==> config.mk <==
export PLATFORM = sky130hd
export DESIGN_NAME = accel_csr_ctrl_flat
export DESIGN_NICKNAME = d
export VERILOG_FILES = /design/src/rtl/accel_csr_ctrl_if.sv /design/src/rtl/accel_csr_ctrl.sv /design/src/flat_wrapper.sv
export SDC_FILE = /design/constraint.sdc
export NUM_CORES = 1
export LEC_CHECK = 0
export CAP_MARGIN = 10
export CORE_MARGIN = 4
export CORE_UTILIZATION = 40
export CTS_CLUSTER_SIZE = 30
export DETAILED_ROUTE_END_ITERATION = 12
export PLACE_DENSITY = 0.76
export SYNTH_ARGS = -nofsm -noshare
export SYNTH_HDL_FRONTEND = slang
export SYNTH_SLANG_ARGS = --single-unit
==> constraint.sdc <==
create_clock -name clk -period 4.5 [get_ports clk]
set_input_delay 0.45 -clock clk [delete_from_list [all_inputs] [get_ports clk]]
set_output_delay 0.45 -clock clk [all_outputs]
set_load 0.03 [all_outputs]
==> src/rtl/accel_csr_ctrl_if.sv <==
// Register-port bundle for accel_csr_ctrl: single-cycle write port plus a
// read request whose data and hit flag are registered by the slave.
interface accel_csr_ctrl_if #(
    parameter int unsigned AXI_ADDR_WIDTH = 20
);
    logic [31:0]               axi_wr_data;
    logic [AXI_ADDR_WIDTH-1:0] axi_wr_addr;
    logic                      axi_wr_en;
    logic [3:0]                axi_wr_strobe;
    logic [AXI_ADDR_WIDTH-1:0] axi_rd_addr;
    logic                      axi_rd_en;
    logic [31:0]               axi_rd_data;
    logic                      axi_rd_hit;

    modport master (
        output axi_wr_data, axi_wr_addr, axi_wr_en, axi_wr_strobe,
        output axi_rd_addr, axi_rd_en,
        input  axi_rd_data, axi_rd_hit
    );

    modport slave (
        input  axi_wr_data, axi_wr_addr, axi_wr_en, axi_wr_strobe,
        input  axi_rd_addr, axi_rd_en,
        output axi_rd_data, axi_rd_hit
    );
endinterface

==> src/rtl/accel_csr_ctrl.sv <==
// accel_csr_ctrl: control/status registers and frame sequencer for a
// pixel accelerator. Tracks frames between first_pixel and frame_done,
// counts frames, raises a level interrupt and issues a timed soft reset.
// Optional feature macro CSR_CYCLE_COUNTER_EN adds the RUN_CYCLES and
// LAST_CYCLES counters; without it both registers read as 0 (still a hit).
//
// state | meaning
// ------+--------------------------------------------------------------
// IDLE  | no frame seen since reset / soft reset
// BUSY  | frame in flight (first_pixel seen, frame_done not yet)
// DONE  | last frame completed, waiting for the next first_pixel
module accel_csr_ctrl #(
    parameter int unsigned AXI_ADDR_WIDTH    = 20,
    parameter logic [31:0] CSR_BASE          = 32'h0006_0804,
    parameter int unsigned SOFT_RESET_CYCLES = 15,
    parameter int unsigned CNT_WIDTH         = 32
) (
    input  logic              clk,
    input  logic              rst_n,
    accel_csr_ctrl_if.slave   bus,
    input  logic              first_pixel,
    input  logic              frame_done,
    output logic              soft_rst_n,
    output logic              busy,
    output logic              irq
);

    typedef enum logic [1:0] {ST_IDLE, ST_BUSY, ST_DONE} state_t;

    localparam logic [AXI_ADDR_WIDTH-1:0] A_STATUS  = AXI_ADDR_WIDTH'(CSR_BASE + 32'h00);
    localparam logic [AXI_ADDR_WIDTH-1:0] A_CONTROL = AXI_ADDR_WIDTH'(CSR_BASE + 32'h04);
    localparam logic [AXI_ADDR_WIDTH-1:0] A_IRQ_CLR = AXI_ADDR_WIDTH'(CSR_BASE + 32'h08);
    localparam logic [AXI_ADDR_WIDTH-1:0] A_FRAMES  = AXI_ADDR_WIDTH'(CSR_BASE + 32'h0C);
    localparam logic [AXI_ADDR_WIDTH-1:0] A_LAST    = AXI_ADDR_WIDTH'(CSR_BASE + 32'h10);
    localparam logic [AXI_ADDR_WIDTH-1:0] A_RUN     = AXI_ADDR_WIDTH'(CSR_BASE + 32'h14);
    localparam logic [7:0] SRST_LOAD = 8'(SOFT_RESET_CYCLES - 1);

    state_t                 state_q, state_d;
    logic [CNT_WIDTH-1:0]   frame_cnt_q, frame_cnt_d;
    logic                   irq_pending_q, irq_pending_d;
    logic                   irq_en_q, irq_en_d;
    logic                   srst_n_q, srst_n_d;
    logic [7:0]             srst_cnt_q, srst_cnt_d;
    logic                   busy_q, busy_d;
    logic                   irq_q, irq_d;
    logic [31:0]            rd_data_q, rd_data_d;
    logic                   rd_hit_q, rd_hit_d;
`ifdef CSR_CYCLE_COUNTER_EN
    logic [CNT_WIDTH-1:0]   run_cnt_q, run_cnt_d;
    logic [CNT_WIDTH-1:0]   last_cnt_q, last_cnt_d;
    logic [CNT_WIDTH-1:0]   run_cnt_sat;
`endif

    logic wr_lane0;
    logic wr_ctrl;
    logic wr_clr;
    logic srst_start;
    logic hold;
    logic frame_end;
    logic unused_wr_bits;

    // Only byte lane 0 carries control bits; the rest of the write word is don't-care.
    assign unused_wr_bits = ^{bus.axi_wr_data[31:2], bus.axi_wr_strobe[3:1]};

    assign wr_lane0   = bus.axi_wr_en && bus.axi_wr_strobe[0];
    assign wr_ctrl    = wr_lane0 && (bus.axi_wr_addr == A_CONTROL);
    assign wr_clr     = wr_lane0 && (bus.axi_wr_addr == A_IRQ_CLR) && bus.axi_wr_data[0];
    // A new soft reset only starts from the released state, so a request during the pulse cannot stretch it.
    assign srst_start = wr_ctrl && bus.axi_wr_data[0] && srst_n_q;
    // Datapath is frozen on the edge that starts the pulse and for every cycle the pulse is low.
    assign hold       = !srst_n_q || srst_start;

`ifdef CSR_CYCLE_COUNTER_EN
    assign run_cnt_sat = (run_cnt_q == '1) ? run_cnt_q : run_cnt_q + CNT_WIDTH'(1);
`endif

    // Next-state logic: frame FSM, counters, interrupt and soft-reset down-counter.
    always_comb begin
        state_d       = state_q;
        frame_cnt_d   = frame_cnt_q;
        irq_pending_d = irq_pending_q;
        irq_en_d      = irq_en_q;
        srst_n_d      = srst_n_q;
        srst_cnt_d    = srst_cnt_q;
        frame_end     = 1'b0;
`ifdef CSR_CYCLE_COUNTER_EN
        run_cnt_d     = run_cnt_q;
        last_cnt_d    = last_cnt_q;
`endif

        if (wr_ctrl) begin
            irq_en_d = bus.axi_wr_data[1];
        end

        if (srst_start) begin
            srst_n_d   = 1'b0;
            srst_cnt_d = SRST_LOAD;
        end else if (!srst_n_q) begin
            if (srst_cnt_q == 8'd0) begin
                srst_n_d = 1'b1;
            end else begin
                srst_cnt_d = srst_cnt_q - 8'd1;
            end
        end

        if (hold) begin
            state_d       = ST_IDLE;
            irq_pending_d = 1'b0;
`ifdef CSR_CYCLE_COUNTER_EN
            run_cnt_d     = '0;
`endif
        end else begin
            case (state_q)
                ST_IDLE, ST_DONE: begin
                    if (first_pixel) begin
                        state_d = ST_BUSY;
`ifdef CSR_CYCLE_COUNTER_EN
                        run_cnt_d = '0;
`endif
                    end
                end
                ST_BUSY: begin
`ifdef CSR_CYCLE_COUNTER_EN
                    run_cnt_d = run_cnt_sat;
`endif
                    // frame_done outranks a simultaneous first_pixel.
                    if (frame_done) begin
                        state_d     = ST_DONE;
                        frame_cnt_d = frame_cnt_q + CNT_WIDTH'(1);
                        frame_end   = 1'b1;
`ifdef CSR_CYCLE_COUNTER_EN
                        last_cnt_d  = run_cnt_sat;
`endif
                    end
                end
                default: state_d = ST_IDLE;
            endcase

            // A completing frame beats a clear issued in the same cycle.
            if (frame_end) begin
                irq_pending_d = 1'b1;
            end else if (wr_clr) begin
                irq_pending_d = 1'b0;
            end
        end

        busy_d = (state_d == ST_BUSY);
        irq_d  = irq_pending_d && irq_en_d;
    end

    // Register read mux; outputs hold while no read is requested.
    always_comb begin
        rd_data_d = rd_data_q;
        rd_hit_d  = rd_hit_q;
        if (bus.axi_rd_en) begin
            rd_hit_d = 1'b1;
            case (bus.axi_rd_addr)
                A_STATUS:  rd_data_d = {29'd0, irq_pending_q, busy_q, (state_q == ST_DONE)};
                A_CONTROL: rd_data_d = {30'd0, irq_en_q, 1'b0};
                A_IRQ_CLR: rd_data_d = 32'd0;
                A_FRAMES:  rd_data_d = 32'(frame_cnt_q);
`ifdef CSR_CYCLE_COUNTER_EN
                A_LAST:    rd_data_d = 32'(last_cnt_q);
                A_RUN:     rd_data_d = 32'(run_cnt_q);
`else
                A_LAST:    rd_data_d = 32'd0;
                A_RUN:     rd_data_d = 32'd0;
`endif
                default: begin
                    rd_data_d = 32'd0;
                    rd_hit_d  = 1'b0;
                end
            endcase
        end
    end

    // State and register flops.
    always_ff @(posedge clk or negedge rst_n) begin
        if (!rst_n) begin
            state_q       <= ST_IDLE;
            frame_cnt_q   <= '0;
            irq_pending_q <= 1'b0;
            irq_en_q      <= 1'b0;
            srst_n_q      <= 1'b1;
            srst_cnt_q    <= 8'd0;
            busy_q        <= 1'b0;
            irq_q         <= 1'b0;
            rd_data_q     <= 32'd0;
            rd_hit_q      <= 1'b0;
`ifdef CSR_CYCLE_COUNTER_EN
            run_cnt_q     <= '0;
            last_cnt_q    <= '0;
`endif
        end else begin
            state_q       <= state_d;
            frame_cnt_q   <= frame_cnt_d;
            irq_pending_q <= irq_pending_d;
            irq_en_q      <= irq_en_d;
            srst_n_q      <= srst_n_d;
            srst_cnt_q    <= srst_cnt_d;
            busy_q        <= busy_d;
            irq_q         <= irq_d;
            rd_data_q     <= rd_data_d;
            rd_hit_q      <= rd_hit_d;
`ifdef CSR_CYCLE_COUNTER_EN
            run_cnt_q     <= run_cnt_d;
            last_cnt_q    <= last_cnt_d;
`endif
        end
    end

    assign soft_rst_n      = srst_n_q;
    assign busy            = busy_q;
    assign irq             = irq_q;
    assign bus.axi_rd_data = rd_data_q;
    assign bus.axi_rd_hit  = rd_hit_q;

endmodule

==> src/flat_wrapper.sv <==
// flat-port wrapper written by rule: the top's interface ports become plain ports
module accel_csr_ctrl_flat 
#(
    parameter int unsigned AXI_ADDR_WIDTH    = 20,
    parameter logic [31:0] CSR_BASE          = 32'h0006_0804,
    parameter int unsigned SOFT_RESET_CYCLES = 15,
    parameter int unsigned CNT_WIDTH         = 32
)
  (clk, rst_n, first_pixel, frame_done, soft_rst_n, busy, irq, bus_axi_wr_data, bus_axi_wr_addr, bus_axi_wr_en, bus_axi_wr_strobe, bus_axi_rd_addr, bus_axi_rd_en, bus_axi_rd_data, bus_axi_rd_hit);
  accel_csr_ctrl_if #(.AXI_ADDR_WIDTH(AXI_ADDR_WIDTH)) bus_i ();
  input  logic clk;
  input  logic rst_n;
  input  logic first_pixel;
  input  logic frame_done;
  output logic soft_rst_n;
  output logic busy;
  output logic irq;
  input wire logic [$bits(bus_i.axi_wr_data)-1:0] bus_axi_wr_data;
  input wire logic [$bits(bus_i.axi_wr_addr)-1:0] bus_axi_wr_addr;
  input wire logic [$bits(bus_i.axi_wr_en)-1:0] bus_axi_wr_en;
  input wire logic [$bits(bus_i.axi_wr_strobe)-1:0] bus_axi_wr_strobe;
  input wire logic [$bits(bus_i.axi_rd_addr)-1:0] bus_axi_rd_addr;
  input wire logic [$bits(bus_i.axi_rd_en)-1:0] bus_axi_rd_en;
  output wire logic [$bits(bus_i.axi_rd_data)-1:0] bus_axi_rd_data;
  output wire logic [$bits(bus_i.axi_rd_hit)-1:0] bus_axi_rd_hit;
  assign bus_i.axi_wr_data = bus_axi_wr_data;
  assign bus_i.axi_wr_addr = bus_axi_wr_addr;
  assign bus_i.axi_wr_en = bus_axi_wr_en;
  assign bus_i.axi_wr_strobe = bus_axi_wr_strobe;
  assign bus_i.axi_rd_addr = bus_axi_rd_addr;
  assign bus_i.axi_rd_en = bus_axi_rd_en;
  assign bus_axi_rd_data = bus_i.axi_rd_data;
  assign bus_axi_rd_hit = bus_i.axi_rd_hit;
  accel_csr_ctrl #(.AXI_ADDR_WIDTH(AXI_ADDR_WIDTH), .CSR_BASE(CSR_BASE), .SOFT_RESET_CYCLES(SOFT_RESET_CYCLES), .CNT_WIDTH(CNT_WIDTH)) u_core (.clk(clk), .rst_n(rst_n), .bus(bus_i), .first_pixel(first_pixel), .frame_done(frame_done), .soft_rst_n(soft_rst_n), .busy(busy), .irq(irq));
endmodule
# Word level (Yosys, flattened, before mapping)

Cells that the tools add are included.
Widths: inputs -> output; s select.

Register bits: 80
Input bits: 82

Add/subtract/negate cells: 2
Eq/ne operators: 13
Multiplexer cells: 19
Bitwise logic cells: 1
Reductions and logical operators: 15

Operator list:

| kind                  | number |
|---|---|
| $eq 20x19->1 const B  | 8 |
| $pmux 32 s3           | 1 |
| $add 32x1->32 const B | 1 |
| $mux 8                | 3 |
| $mux 1                | 11 |
| $logic_not 8->1       | 1 |
| $sub 8x1->8 const B   | 1 |
| $logic_and 1x1->1     | 7 |
| $mux 2                | 3 |
| $reduce_or 6->1       | 1 |
| $eq 2x1->1 const B    | 2 |
| $pmux 2 s2            | 1 |
| $reduce_and 3->1      | 1 |
| $eq 2x2->1 const B    | 1 |
| $logic_not 2->1       | 1 |
| $ne 2x1->1 const B    | 1 |
| $ne 2x2->1 const B    | 1 |
| $reduce_and 2->1      | 1 |
| $reduce_or 2->1       | 1 |
| $logic_not 1->1       | 1 |
| $logic_or 1x1->1      | 1 |
| $not 1->1             | 1 |

# Depth between registers and ports, before layout

Depth after elaboration: 9
Mapped depth: 7

# Worst setup path after synthesis

No wires, ideal clock.

Path type: in2reg
Start point: input bus_axi_wr_addr[5]
End point: register u_core.frame_cnt_q[19]
Data arrival time: 1.668 ns
Required time: 4.368 ns
Setup slack: 2.700 ns
Cell stages on the path: 5
Path buffers: 0
Cell sequence: nor4_1 > nand4b_1 > o211ai_1 > nor3_1 > xor2_1

Cells in the longest elaborated chain, start to end: 7

Ends and longest elaborated chain:

| element                        | line                  | text |
|---|---|---|
| start, declared                | flat_wrapper.sv:19    | `input wire logic [$bits(bus_i.axi_wr_addr)-1:0] bus_axi_wr_addr;` |
| $eq 20x19->1                   | accel_csr_ctrl.sv:66  | `assign wr_ctrl = wr_lane0 && (bus.axi_wr_addr == A_CONTROL);` |
| $logic_and 1x1->1              | accel_csr_ctrl.sv:66  |  |
| $logic_and 1x1->1 (2 in a row) | accel_csr_ctrl.sv:69  | `assign srst_start = wr_ctrl && bus.axi_wr_data[0] && srst_n_q;` |
| $logic_or 1x1->1               | accel_csr_ctrl.sv:71  | `assign hold = !srst_n_q \|\| srst_start;` |
| $not 1->1 (no line)            | n/a                   |  |
| $reduce_and 3->1 (no line)     | n/a                   |  |
| end signal, assigned           | accel_csr_ctrl.sv:196 | `frame_cnt_q <= frame_cnt_d;` |
| end, declared                  | accel_csr_ctrl.sv:39  | `logic [CNT_WIDTH-1:0] frame_cnt_q, frame_cnt_d;` |

No other way between the ends.
A chain may end at the register's enable or synchronous reset.

# Worst setup path after layout

Start point: input bus_axi_wr_addr[0]
End point: register u_core.srst_cnt_q[0]

Cells in the longest elaborated chain, start to end: 6
Elaborated cells between the ends (all ways): 8
Those cells by class: eq/ne: 3; mux: 1; reduce/logical: 4

Ends and longest elaborated chain:

| element                                                   | line                  | text |
|---|---|---|
| $eq 20x19->1 (*)                                          | accel_csr_ctrl.sv:66  |  |
| $logic_and 1x1->1 (*)                                     | accel_csr_ctrl.sv:66  |  |
| $logic_and 1x1->1 (*) (2 in a row)                        | accel_csr_ctrl.sv:69  |  |
| $ne 2x2->1 (no line) / $ne 2x1->1 (equally long branches) | n/a                   |  |
| $reduce_and 2->1 (no line)                                | n/a                   |  |
| end signal, assigned                                      | accel_csr_ctrl.sv:200 | `srst_cnt_q <= srst_cnt_d;` |
| end, declared                                             | accel_csr_ctrl.sv:43  | `logic [7:0] srst_cnt_q, srst_cnt_d;` |

Every way passes the cells marked *; elsewhere a longest branch is shown, timed or not.

==> flow_summary.yaml <==
outcome:
  status: "completed"
job:
  cap_violations: 0
critical_path:
  startpoint: "bus_axi_wr_addr[0]"
  arrival_ns: 2.59
  startpoint_type: "input pin"
  r2r-start: "u_core.state_q[1]"
  cp_max_fo: 28
  endpoint_kind: "flip-flop"
  critPathKind: "in -> reg"
  worstPathRequired_ns: 4.74
sta:
  finalSetupViolCount: 0
  post-route-min-period_ns: 2.35
  fin_crit_sh_pct: 52.2
  finalHoldViolCount: 0
  final.setup.tns_ns: 0
  finalHoldWorstSlack_ns: 0.236
  drv_slew: 0
  fmax_mhz: 425
  rsz0062_at_grt: "false"
  tightestPinTransition_ns: 1.04
  slew_headroom_pct: 30.4
  fin_skew_ns: 0.0136
global_routing:
  grt_pass1_wl_mm: 13.5
  grt_max_degree: 81
  grt_use_total_pct: 15.1
  grt_overflow: 0
  grt_pass1_vias: 2923
  antenna_found_initial: 0
detailed_routing:
  wl_mm: 7.95
  dr.pass1.iters: 4
  via_per_inst: 5.51
  drtIter0Drc: 75
  drtAntennaViolNets: 0
  wl_per_cell_um: 15.3
  drc: 0
  via_count: 2866
clock_network:
  clock-sinks: 80
  path_clk_slew_ns: 0.08
  cts_buffer_depth: 2
  ctsResizeCount: 0
  cts_tree: "yes"
  clockRootBuffer: "clkbuf_8"
  ctsHoldBuffers: 0
  clock_latency_ns: 0.35
  cts.htree.levels: 3
  postCtsSetupBuffers: 0
  cts_buffers: 9
cells_and_area:
  multi_input_area_um2: 1570
  layout-drive-gt1-share_pct: 8.25
  fillCellCount: 771
  seq_area_um2: 2000
  synthToLayoutAreaGrowth_pct: 30.7
  n_antenna_cell: 0
  layout.nets: 492
synth:
  synthTopCellsByArea: "dfrtp_1 (54%), a22o_1 (7.6%), xor2_1 (5.5%)"
  synth_area_per_cell_um2: 11.4
  syn-cell-area_um2: 3680
  yosysSeqAreaShare_pct: 54.5
  ys_top_cells_by_count: "dfrtp_1 (79), a22o_1 (32), xor2_1 (23), nor2_1 (19), nor4_1 (18)"
  yosysMostFrequentCell: "dfrtp_1"
  synth_cell_types: 55
  ys_seq_elements: 80
  netlist_instances: 323
  synth_top_cell_by_area: "dfrtp_1"
  synth_edf_count: 0
  ys.flop_type: "dfrtp_1"
  synth-async-reset-ratio_pct: 100
  synthesis.nets: 408
  synth_top_area_share_pct: 53.8
  yosysWarnings: 0
floorplanning:
  io_pins: 118
  die-area_um2: 10800
  chipHeight_um: 104
  dieWidth_um: 104
  core_um2: 8850
  start_util_pct: 41.5
  row_count: 34
pwr:
  ir_drop_mv: 0.135
  powerDensity_nw_per_um2: 307
  power.total_mw: 1.48
  leakage_nw: 2.14
min_path:
  min_path_type: "in -> async"
placed_design:
  portBuffers: 84
  gp_congestion: 0.809
  dp_hpwl_mm: 5.74
## state kept, by name (all words and copies together) (netlist names)
register                count
u_core.busy                 1
u_core.bus.axi_rd_hit       1
u_core.irq                  1
u_core.irq_pending_q        1
u_core.frame_cnt_q         32
u_core.soft_rst_n           1
u_core.irq_en_q             1
u_core.bus.axi_rd_data     32
u_core.srst_cnt_q           8
u_core.state_q              2
## routing by layer
metal / part of all wire [%] / vias to the layer above / wire length, um / GRT usage, %
met5: 0 / - / 0 / 0
met4: 1.1 / 0 / 85 / 3.99
met3: 5.9 / 7 / 470 / 4.84
met2: 49 / 84 / 3900 / 25.6
met1: 44 / 1407 / 3490 / 18.6
li1: - / 1368 / - / -
## area by class of cell
class / count / share of cell area, %
clock inverter: 6 / 1.54
tap: 108 / 2.81
sequential: 80 / 41.7
clock buffer: 10 / 2.87
timing repair buffer: 86 / 17.8
multi-input combinational: 221 / 32.6
inverter: 9 / 0.703
## through the flow
step           cell area [um^2]  util [%]  cells  worst slack [ns]
6_report                   4800      54.3    520              2.15
5_1_grt                    4800      54.3    520              1.99
4_1_cts                    4800      54.3    520              2.14
3_5_place_dp               4590      51.9    504              1.76
3_3_place_gp               4590      51.9    504              1.76
2_1_floorplan              3680         -    323              2.70
## path summary, 6_finish.rpt
path | slack [ns] | depth (start not counted) | to
worst max-delay path | 2.15 | 6 | u_core.srst_cnt_q[0]
worst min-delay path | 0.24 | 1 | u_core.srst_cnt_q[0]
worst max register to register | 2.49 | 4 | u_core.frame_cnt_q[30]
worst min register to register | 0.47 | 1 | u_core.frame_cnt_q[31]
max in group asynchronous | 3.60 | 1 | u_core.frame_cnt_q[4]
min in group clk | 0.47 | 1 | u_core.frame_cnt_q[31]
## worst max-delay path, cell delays in order
cell,delay (ns)
clkdlybuf4s50_1,0.44
nor4b_2,0.32
nand4_2,0.24
o21ai_4,0.66
o21ai_2,0.17
mux2_2,0.30
## power breakdown
part | switching, mW | total [mW] | internal [mW]
sequential | 0.0323 | 0.777 | 0.745
combinational | 0.0700 | 0.145 | 0.0748
clock | 0.276 | 0.555 | 0.279
## cell families (layout without fill, tap and decap cells)
logic type      Yosys count  in the layout  share of synthesized area [%]
compound gates           65             65                           13.8
xor+xnor                 31             31                           7.39
buf+inv                  22            111                           2.89
mux                       4              4                           1.19
fa+ha+maj                 3              3                           1.02
simple gates            118            118                           19.2
flops                    80             80                           54.5
## layout by cell type (no fill, tap or decap), types with 3 or more instances in the layout
master / n
dfrtp_1: 79
nor4_1: 18
mux2_2: 3
inv_1: 9
a22o_1: 32
nand4_1: 6
o21ai_0: 6
o31ai_1: 3
clkbuf_8: 10
nor3_1: 13
or3_1: 3
clkdlybuf4s50_1: 83
xnor2_1: 8
nor3b_1: 3
inv_6: 3
ha_1: 3
xor2_1: 23
nand3_1: 16
nor2_1: 19
buf_4: 3
nand2_1: 16
a21oi_1: 6
Power figures use the tool's default switching activity.
